File: config.mk
export PLATFORM = sky130hd
export DESIGN_NAME = rf_wport_arbiter
export DESIGN_NICKNAME = d
export VERILOG_FILES = /design/src/rtl/rf_wport_arbiter.sv
export SDC_FILE = /design/constraint.sdc
export NUM_CORES = 1
export LEC_CHECK = 0
export ABC_AREA = 1
export CORE_MARGIN = 2
export CORE_UTILIZATION = 45
export DETAILED_ROUTE_END_ITERATION = 7
export GPL_TIMING_DRIVEN = 0
export HOLD_SLACK_MARGIN = 0.1
export PLACE_DENSITY_LB_ADDON = 0.15
export SLEW_MARGIN = 5
export SYNTH_ARGS = -nofsm -noshare
export SYNTH_HDL_FRONTEND = slang
export SYNTH_SLANG_ARGS = --single-unit
File: constraint.sdc
create_clock -name clk -period 3.9 [get_ports clk]
set_input_delay 0.975 -clock clk [delete_from_list [all_inputs] [get_ports clk]]
set_output_delay 0.975 -clock clk [all_outputs]
set_load 0.03 [all_outputs]
File: src/rtl/rf_wport_arbiter.sv
// Register-file write-port arbiter: pipeline writeback has priority, long-latency
// results are queued in a small FIFO and drained into idle slots, with forced drain on starvation.
module rf_wport_arbiter #(
  parameter int N        = 32,
  parameter int DEPTH    = 2,
  parameter int MAX_WAIT = 4
) (
  input  logic                     clk,
  input  logic                     rst,
  input  logic                     pipe_wr_en,
  input  logic [4:0]               pipe_rd,
  input  logic [N-1:0]             pipe_data,
  input  logic                     lu_valid,
  input  logic [4:0]               lu_rd,
  input  logic [N-1:0]             lu_data,
  output logic                     lu_ready,
  output logic                     stall_req,
  output logic                     rf_wr_en,
  output logic [4:0]               rf_rd,
  output logic [N-1:0]             rf_data,
  output logic [$clog2(DEPTH):0]   fifo_cnt
);

  localparam int PTR_W = $clog2(DEPTH);
  localparam int CNT_W = $clog2(DEPTH) + 1;
  localparam int AGE_W = $clog2(MAX_WAIT + 1);
  localparam logic [CNT_W-1:0] FULL_CNT = CNT_W'(DEPTH);
  localparam logic [AGE_W-1:0] AGE_TRIG = AGE_W'(MAX_WAIT - 1);
  localparam logic [AGE_W-1:0] AGE_MAX  = AGE_W'(MAX_WAIT);

  typedef enum logic [1:0] {EMPTY, PEND, FORCE} state_t;

  state_t           state;
  logic [4:0]       rd_mem   [DEPTH];
  logic [N-1:0]     data_mem [DEPTH];
  logic [PTR_W-1:0] rd_ptr, wr_ptr;
  logic [CNT_W-1:0] cnt, cnt_nxt;
  logic [AGE_W-1:0] age;
  logic             pw, not_empty, grant_fifo, push, pop;

  assign fifo_cnt = cnt;

  always_comb begin
    not_empty  = (cnt != '0);
    pw         = pipe_wr_en & (pipe_rd != 5'd0) & ~stall_req;
    // A forced cycle always takes the head; otherwise the head only fills idle slots
    grant_fifo = not_empty & (stall_req | ~pw);
    lu_ready   = ~rst & (cnt < FULL_CNT);
    push       = lu_valid & lu_ready & (lu_rd != 5'd0);
    pop        = ~rst & grant_fifo;
    cnt_nxt    = cnt + CNT_W'(push) - CNT_W'(pop);

    rf_wr_en = 1'b0;
    rf_rd    = '0;
    rf_data  = '0;
    if (!rst) begin
      if (grant_fifo) begin
        rf_wr_en = 1'b1;
        rf_rd    = rd_mem[rd_ptr];
        rf_data  = data_mem[rd_ptr];
      end else if (pw) begin
        rf_wr_en = 1'b1;
        rf_rd    = pipe_rd;
        rf_data  = pipe_data;
      end
    end
  end

  always_ff @(posedge clk) begin
    if (push) begin
      rd_mem[wr_ptr]   <= lu_rd;
      data_mem[wr_ptr] <= lu_data;
    end
  end

  always_ff @(posedge clk) begin
    if (rst) begin
      state     <= EMPTY;
      stall_req <= 1'b0;
      cnt       <= '0;
      rd_ptr    <= '0;
      wr_ptr    <= '0;
      age       <= '0;
    end else begin
      cnt <= cnt_nxt;
      if (push) wr_ptr <= wr_ptr + PTR_W'(1);
      if (pop)  rd_ptr <= rd_ptr + PTR_W'(1);

      if (pop || !not_empty)
        age <= '0;
      else if (age != AGE_MAX)
        age <= age + AGE_W'(1);

      case (state)
        EMPTY: begin
          stall_req <= 1'b0;
          if (cnt_nxt != '0) state <= PEND;
        end
        PEND: begin
          if (pop && cnt_nxt == '0) begin
            state <= EMPTY;
          end else if (!grant_fifo && age == AGE_TRIG) begin
            state     <= FORCE;
            stall_req <= 1'b1;
          end
        end
        FORCE: begin
          stall_req <= 1'b0;
          state     <= (cnt_nxt == '0) ? EMPTY : PEND;
        end
        default: begin
          stall_req <= 1'b0;
          state     <= EMPTY;
        end
      endcase
    end
  end

endmodule
Word-level counts from Yosys, hierarchy flattened
Memories as Yosys holds them, arrays and structs flattened. A register that Yosys moved wholly into a read port is not among the register bits. Index checks and enable logic that the tools add are counted.

Add/sub/neg operators: 5. Magnitude comparators: 1. Equality and inequality tests: 6. Muxes and demuxes: 20. Bitwise logic cells: 13. Reductions and logical operators: 15.

Operator list (number): $mux W32 (3); $mux W5 (3); $mux W1 (10); $reduce_bool A5 Y1 (2); $and A1 B1 Y1 (7); $mux W2 (3); $ne A3 B3 Y1 const B (2); $pmux W2 S3 (1); $not A1 Y1 (5); $logic_not A2 Y1 (2); $reduce_and A2 Y1 (2); $reduce_bool A2 Y1 (2); $reduce_or A2 Y1 (2); $add A3 B1 Y3 const B (1); $eq A3 B2 Y1 const B (1); $add A1 B1 Y1 const B (2); $add A2 B1 Y2 (1); $eq A2 B1 Y1 const B (1); $eq A2 B2 Y1 const B (1); $logic_and A1 B1 Y1 (2); $logic_not A1 Y1 (2); $lt A2 B2 Y1 const B (1); $ne A2 B2 Y1 const B (1); $sub A2 B1 Y2 (1); 2 further kinds (2).

Bits in registers: 10. RAM bits: 74. Input bits: 78. Memories kept: 2.

Memories: data_mem (words 2, width 32, read ports 1, clocked after Yosys merged registers in 1, write ports 1, line 35) `logic [N-1:0] data_mem [DEPTH];`; rd_mem (words 2, width 5, read ports 1, clocked after Yosys merged registers in 1, write ports 1, line 34) `logic [4:0] rd_mem [DEPTH];`.

Depth between registers and ports, before layout
Gate-level depths: netlist of the first run.

Depth in word-level cells: 12. Depth in mapped cells: 15. Gate-level depth less buffers: 15.

Worst setup path after synthesis of the first run
Ideal clock, no wire load.

Path type: input to register. From: in rst. To: mem data_mem[0][0] (enable). Setup time: 0.431 ns. Arrival: 3.271 ns. Path slack: 0.198 ns. Stages on the path: 3. Cells stage by stage: nor2_1 -> nand3_1 -> nor2_1.

Word-level cells in the longest chain between the ends: 6.

RTL lines: start: declaration (line 9) `input logic rst,`; $not A1 Y1 (line 48) `lu_ready = ~rst & (cnt < FULL_CNT);`; $and A1 B1 Y1 (line 48); $and A1 B1 Y1 (2 in series) (line 49) `push = lu_valid & lu_ready & (lu_rd != 5'd0);`; $mux W1 (line 70) `if (push) begin`; $mux W1 (not written as such) (line 72) `data_mem[wr_ptr] <= lu_data;`; end: declaration (line 35).

Every way passes these cells.

Worst setup path in the final report of the first run
From: in pipe_rd[1]. To: out rf_data[27].

Word-level cells in the longest chain between the ends: 8.

RTL lines: start: declaration (line 11) `input logic [4:0] pipe_rd,`; $reduce_bool A5 Y1 * (line 45) `pw = pipe_wr_en & (pipe_rd != 5'd0) & ~stall_req;`; $and A1 B1 Y1 * (2 in series) (line 45); $not A1 Y1 (line 47) `grant_fifo = not_empty & (stall_req | ~pw);`; $or A1 B1 Y1 (line 47); $and A1 B1 Y1 (line 47); $mux W32 * (line 57) `if (grant_fifo) begin`; $mux W32 * (line 56) `if (!rst) begin`; end: declaration (line 20) `output logic [N-1:0] rf_data,`.

Every way passes the cells marked *; elsewhere a longest branch is shown, timed or not.

==> metrics.yaml, run 1 <==
global_route:
  grt_pass1_vias: 2935
  grt_pass1_wl_um: 14500
  grt-ovfl-total: 0
  track_usage: 0.199
  grt_max_degree: 29
  antenna_found_initial: 0
worst_setup_path:
  crit_path_end_kind: "primary output"
  critPathBufInv: 5
  critPathArrivalTime_ns: 2.82
  cp_slowest_cell: "clkdlybuf4s50_1"
  slowest_delay_ns: 0.53
  crit_path_frequent_cell: "nand3_1"
  crit_fanout: 10
  crit_type: "input port to primary output"
  crit_chain: "clkdlybuf4s50_1, nor2_1, nand3_1, nand2_1, inv_1, buf_4, buf_6, nand3_1, o31ai_2, dlygate4sd2_1"
  start_kind: "input port"
  path_delay_family: "buffers and inverters"
  required_ns: 2.92
final_layout:
  fin_cells: 535
  utilization: 0.649
  fillers: 670
  drive_gt1_frac: 0.153
  antenna-diode-count: 0
  nets: 508
  area_growth_pct: 38.7
flow_run:
  drv_cap: 0
power:
  p_leak_uw: 0.00203
  finalPower_uw: 2150
  max-vdd-ir-drop_mv: 0.196
  power_per_cell_area_nw_per_um2: 399
yosys:
  synth_area_sq_um: 3880
  synth_largest_area_cell: "edfxtp_1"
  synth_area_leaders: "edfxtp_1 57%, mux2i_1 9.0%, o31ai_2 6.1%"
  async_flop_share: 0
  synthDominantCellAreaShare: 0.573
  ys_seq_area_frac: 0.629
  syn_inst: 293
  yosys_register_bits: 85
  postSynthNetCount: 376
  yosysMostFrequentCell: "edfxtp_1"
  synth-edff-count: 74
  ys_warn_count: 0
  syn_area_per_cell_sq_um: 13.2
  ys.flop_type: "edfxtp_1"
  synth_cell_types: 24
  synth_commonest_cells: "74 x edfxtp_1, 43 x nand3_1, 35 x mux2i_1, 21 x nand2_1, 19 x o31ai_2"
placed_design:
  io_buffer_count: 119
  dp_hpwl_um: 6610
  gp_congestion: 0.864
  dpl.cell_count: 519
route:
  wl_per_cell_um: 17.3
  drt-total-wl_um: 9230
  drt_iter0_drc: 95
  viasPerCell: 5.33
  dr.pass1.iters: 4
  drc: 0
  detail-route-antenna-nets: 0
  dr_total_vias: 2849
cts:
  clock_latency_ns: 0.35
  cts_sinks: 85
  clock_path_buffers: 2
  cts_inserted_buffers: 9
  cts_tree: "done"
  cts_hold_buf: 0
  clkTransAtPathRegs_ns: 0.08
  post_cts_buffers: 0
  cts_max_level: 3
  cts-root-buf: "clkbuf_8"
floorplanning:
  die-area_sq_um: 9380
  rows: 33
  core_area_sq_um: 8300
  initial_utilization: 0.468
  die_h_um: 96.9
  fp.dieW_um: 96.9
  io_pins: 120
timing:
  finalCritPeriodShare: 0.973
  hold_viol_final: 0
  fin_worst_skew_ns: 0.0153
  holdWs_ns: 0.461
  setup_viol_count_final: 0
  fmax_mhz: 263
  tightest_slew_ns: 0.628
  relSlewSlack: 0.581
  drv_slew: 0
  rsz0062_at_grt: "no"
  post-route-min-period_ns: 3.80
status:
  status: "finished clean"
min_path:
  hp-class: "flop to flop"
[routing by layer]
| metal | vias up | routed length [um] | GRT usage |
|---|---|---|---|
| met5 | - | 0 | 0 |
| met4 | 0 | 212 | 0.0856 |
| met3 | 17 | 629 | 0.0527 |
| met2 | 100 | 4650 | 0.353 |
| met1 | 1357 | 3740 | 0.227 |
| li1 | 1375 | - | - |
[logic make-up after synthesis]
kind of cell	Yosys count	synth area share
DFF	85	0.629
and+or+nand+nor	81	0.0961
AOI/OAI and AO/OA	47	0.109
buffers and inverters	37	0.0509
muxes	37	0.0961
adders and majority gates	5	0.0161
xor gates and xnor gates	1	0.00226
[through the flow]
stage               setup WS [ns]  setup TNS [ns]  cell area, sq um
floorplan                   0.198               0              3880
global placement           -0.959          -76.79              5200
detailed placement         -0.409           -8.37              5260
CTS                       0.00271               0              5390
global route             0.000129               0              5380
finish                      0.105               0              5380
[placed cells by master, fill, tap and decap left out, types with 3 or more instances in the layout]
cell type | netlist | routed
clkdlybuf4s50_1 | 0 | 81
clkbuf_8 | 0 | 9
inv_1 | 16 | 16
mux2i_1 | 35 | 35
nor2_1 | 12 | 10
dfxtp_1 | 11 | 11
edfxtp_1 | 74 | 74
o31ai_2 | 19 | 19
nand2_1 | 21 | 21
dlymetal6s2s_1 | 0 | 6
nand3_1 | 43 | 43
clkbuf_2 | 0 | 10
dlygate4sd2_1 | 0 | 22
buf_4 | 3 | 3
buf_1 | 5 | 3
o31ai_1 | 18 | 18
a21oi_1 | 8 | 8
buf_2 | 2 | 4
buf_6 | 6 | 6
ha_1 | 5 | 5
[cell type report]
type / count / area (sq um) / area share
repair buffers: 121 / 1180 / 0.220
plain buffers: 20 / 140 / 0.0260
clock inverters: 6 / 40.0 / 0.00744
flip-flops and latches: 85 / 2440 / 0.454
clock buffers: 10 / 128 / 0.0237
inverters: 17 / 63.8 / 0.0119
multi-input cells: 171 / 1250 / 0.233
well taps: 105 / 131 / 0.0244
[sequential cells by signal, summed over array words and instances, names as in the netlist, named ones only]
register   flops
rd_mem        10
age            3
data_mem      64
wr_ptr         1
state          2
fifo_cnt       2
rd_ptr         1
stall_req      1
[path summary, 6_finish.rpt]
kind               start          end  slack [ns]  depth (start not counted)
min             state[0]     state[0]        0.46                          1
max reg2reg  fifo_cnt[1]     state[1]        1.79                         15
min reg2reg     state[0]     state[0]        0.46                          1
max           pipe_rd[1]  rf_data[27]        0.10                         10
[power by group]
part           leakage (uW)  switching, uW  internal [uW]
Combinational       0.00118            317            232
Clock             0.0000776            309            229
Sequential         0.000768           17.1           1040
Total               0.00203            644           1500
[what timing repair did]
action                                  4_1_cts  5_1_grt
hold endpoints to repair                      0        0
cloned                                        0        0
resized for setup                            37       29
endpoints found under the setup margin       37       16
(Power assumes the default switching activity.)
==> run 2: changes to the inputs <==
- MAX_ROUTING_LAYER: unset -> met4
==> run 2 against run 1 <==
Against the previous run: register-to-register slack barely moved; clock skew barely moved; die area did not move; design area did not move; sequential share of layout area did not move; cell count did not move; critical path depth fell by 2; hold slack barely moved; total power rose by 0.13%; critical endpoint is now rf_data[14]; largest cell class unchanged; largest power group unchanged; highest routed layer unchanged.
==> metrics.yaml, run 2 (synthesis results as in run 1) <==
power:
  max-vdd-ir-drop_mv: 0.195  # about the same
  p_leak_uw: 0.00203  # unchanged
  power_per_cell_area_nw_per_um2: 399  # +0.13%
  finalPower_uw: 2150  # +0.13%
cts:
  cts_tree: "done"
  clkTransAtPathRegs_ns: 0.08  # about the same
  cts_max_level: 3  # unchanged
  clock_latency_ns: 0.35  # about the same
  post_cts_buffers: 0  # unchanged
  cts_inserted_buffers: 9  # unchanged
  cts_sinks: 85  # unchanged
  clock_path_buffers: 2  # unchanged
  cts_hold_buf: 0  # unchanged
  cts-root-buf: "clkbuf_8"
timing:
  hold_viol_final: 0  # unchanged
  fmax_mhz: 263  # about the same
  holdWs_ns: 0.461  # +0.000125 ns
  tightest_slew_ns: 0.627  # -0.000946 ns
  drv_slew: 0  # unchanged
  relSlewSlack: 0.582  # +0.000631
  postLayoutSetupSlackWorst_ns: 0.101  # -0.00356 ns
  fin_setup_tns_ns: 0  # unchanged
  post-route-min-period_ns: 3.80  # +0.00356 ns
  rsz0062_at_grt: "no"
  finalCritPeriodShare: 0.974  # about the same
  fin_worst_skew_ns: 0.0151  # -0.000165 ns
  setup_viol_count_final: 0  # unchanged
floorplanning:
  io_pins: 120  # unchanged
  rows: 33  # unchanged
  core_area_sq_um: 8300  # unchanged
  initial_utilization: 0.468  # unchanged
  die_h_um: 96.9  # unchanged
  fp.dieW_um: 96.9  # unchanged
  die-area_sq_um: 9380  # unchanged
final_layout:
  final_cell_mix: "81 x clkdlybuf4s50_1, 74 x edfxtp_1, 43 x nand3_1"
  mostFrequentLayoutCell: "clkdlybuf4s50_1"
  largest_reg_flops: 64  # unchanged
  max_flop_register: "data_mem"
  nets: 508  # unchanged
  reg_top3: "data_mem: 64 flops, rd_mem: 10 flops, age: 3 flops"
  drive_gt1_frac: 0.153  # unchanged
  area_growth_pct: 38.7  # unchanged
  antenna-diode-count: 0  # unchanged
  fin_cells: 535  # unchanged
worst_setup_path:
  critPathArrivalTime_ns: 2.82  # about the same
  crit_type: "input port to primary output"
  start_kind: "input port"
  crit_fanout: 10  # unchanged
  reg2reg_to: "state[1]"
  reg2reg_depth: 15  # unchanged
  r2r_slack_ns: 1.79  # about the same
  r2r-start: "fifo_cnt[1]"
  crit_path_end_kind: "primary output"
  required_ns: 2.92  # about the same
min_path:
  hold_end: "state[0]"
  hold_depth: 1  # unchanged
  hold_start: "state[0]"
  hp-class: "flop to flop"
route:
  drc: 0  # unchanged
  dr.pass1.iters: 4  # unchanged
  drt_iter0_drc: 121  # +27%
  drt-total-wl_um: 9240  # +0.13%
  viasPerCell: 5.30  # -0.56%
  detail-route-antenna-nets: 0  # unchanged
  wl_per_cell_um: 17.3  # +0.13%
  dr_total_vias: 2833  # -0.56%
status:
  status: "finished clean"
global_route:
  grt_pass1_vias: 2943  # +0.27%
  antenna_found_initial: 0  # unchanged
  grt_pass1_wl_um: 14500  # about the same
  grt_max_degree: 29  # unchanged
  track_usage: 0.205  # +0.00610
  grt-ovfl-total: 0  # unchanged
placed_design:
  gp_congestion: 0.878  # +1.6%
  dp_hpwl_um: 6610  # unchanged
  dpl.cell_count: 519  # unchanged
  pre_cts_ws_ns: -0.409  # unchanged
  io_buffer_count: 119  # unchanged
flow_run:
  drv_cap: 0  # unchanged
## run 2: cell counts in the layout (fill, tap and decap cells not counted)
No cell type changed its count.
## run 2: cell type report
type                            instances  area, sq um
Clock inverter                          6         40.0
Fill cell                             670         2920
Buffer                                 20          140
Tap cell                              105          131
Timing Repair Buffer                  121         1180
Inverter                               17         63.8
Clock buffer                           10          128
Multi-Input combinational cell        171         1250
Sequential cell                        85         2440
## run 2: what timing repair did
action	4_1_cts	5_1_grt
cloned	0	0
setup endpoints to repair	37	16
resized for setup	37	29
## run 2: power breakdown
group | total (uW) | internal (uW) | leakage (uW) | switching (uW)
sequential | 1060 | 1040 | 0.000768 | 17.2
clock | 542 | 229 | 0.0000776 | 312
combinational | 549 | 232 | 0.00118 | 317
total | 2150 | 1500 | 0.00203 | 647
## run 2: critical path, stage by stage
cell and delay, ns:
clkdlybuf4s50_1 0.46, nor2_1 0.13, nand3_1 0.09, nand2_1 0.12
nand2_2 0.08, clkbuf_1 0.27, o31ai_1 0.27, dlygate4sd2_1 0.43
## run 2: metal layers
layer  GRT usage  wire [um]  up-vias
met4      0.0856        214        0
met2       0.353       4620       94
li1            -          -     1369
met1       0.230       3870     1353
met5           -          0        -
met3      0.0499        534       17
## run 2: worst max path at each step
stage | slack [ns] | to | start
6_report | 0.10 | rf_data[14] | pipe_rd[0]
5_1_grt | 0.0001 | rf_data[2] | pipe_rd[1]
4_1_cts | 0.003 | rf_data[11] | pipe_rd[1]
3_5_place_dp | -0.41 | rf_rd[1] | pipe_rd[1]
3_3_place_gp | -0.96 | data_mem[0][14] | lu_rd[0]
2_1_floorplan | 0.20 | data_mem[0][0] | rst
## run 2: through the flow
| step | util | area, sq um |
|---|---|---|
| finish | 0.649 | 5380 |
| global route | 0.649 | 5380 |
| CTS | 0.650 | 5390 |
| detailed placement | 0.633 | 5260 |
| global placement | 0.627 | 5200 |
| floorplan | - | 3880 |
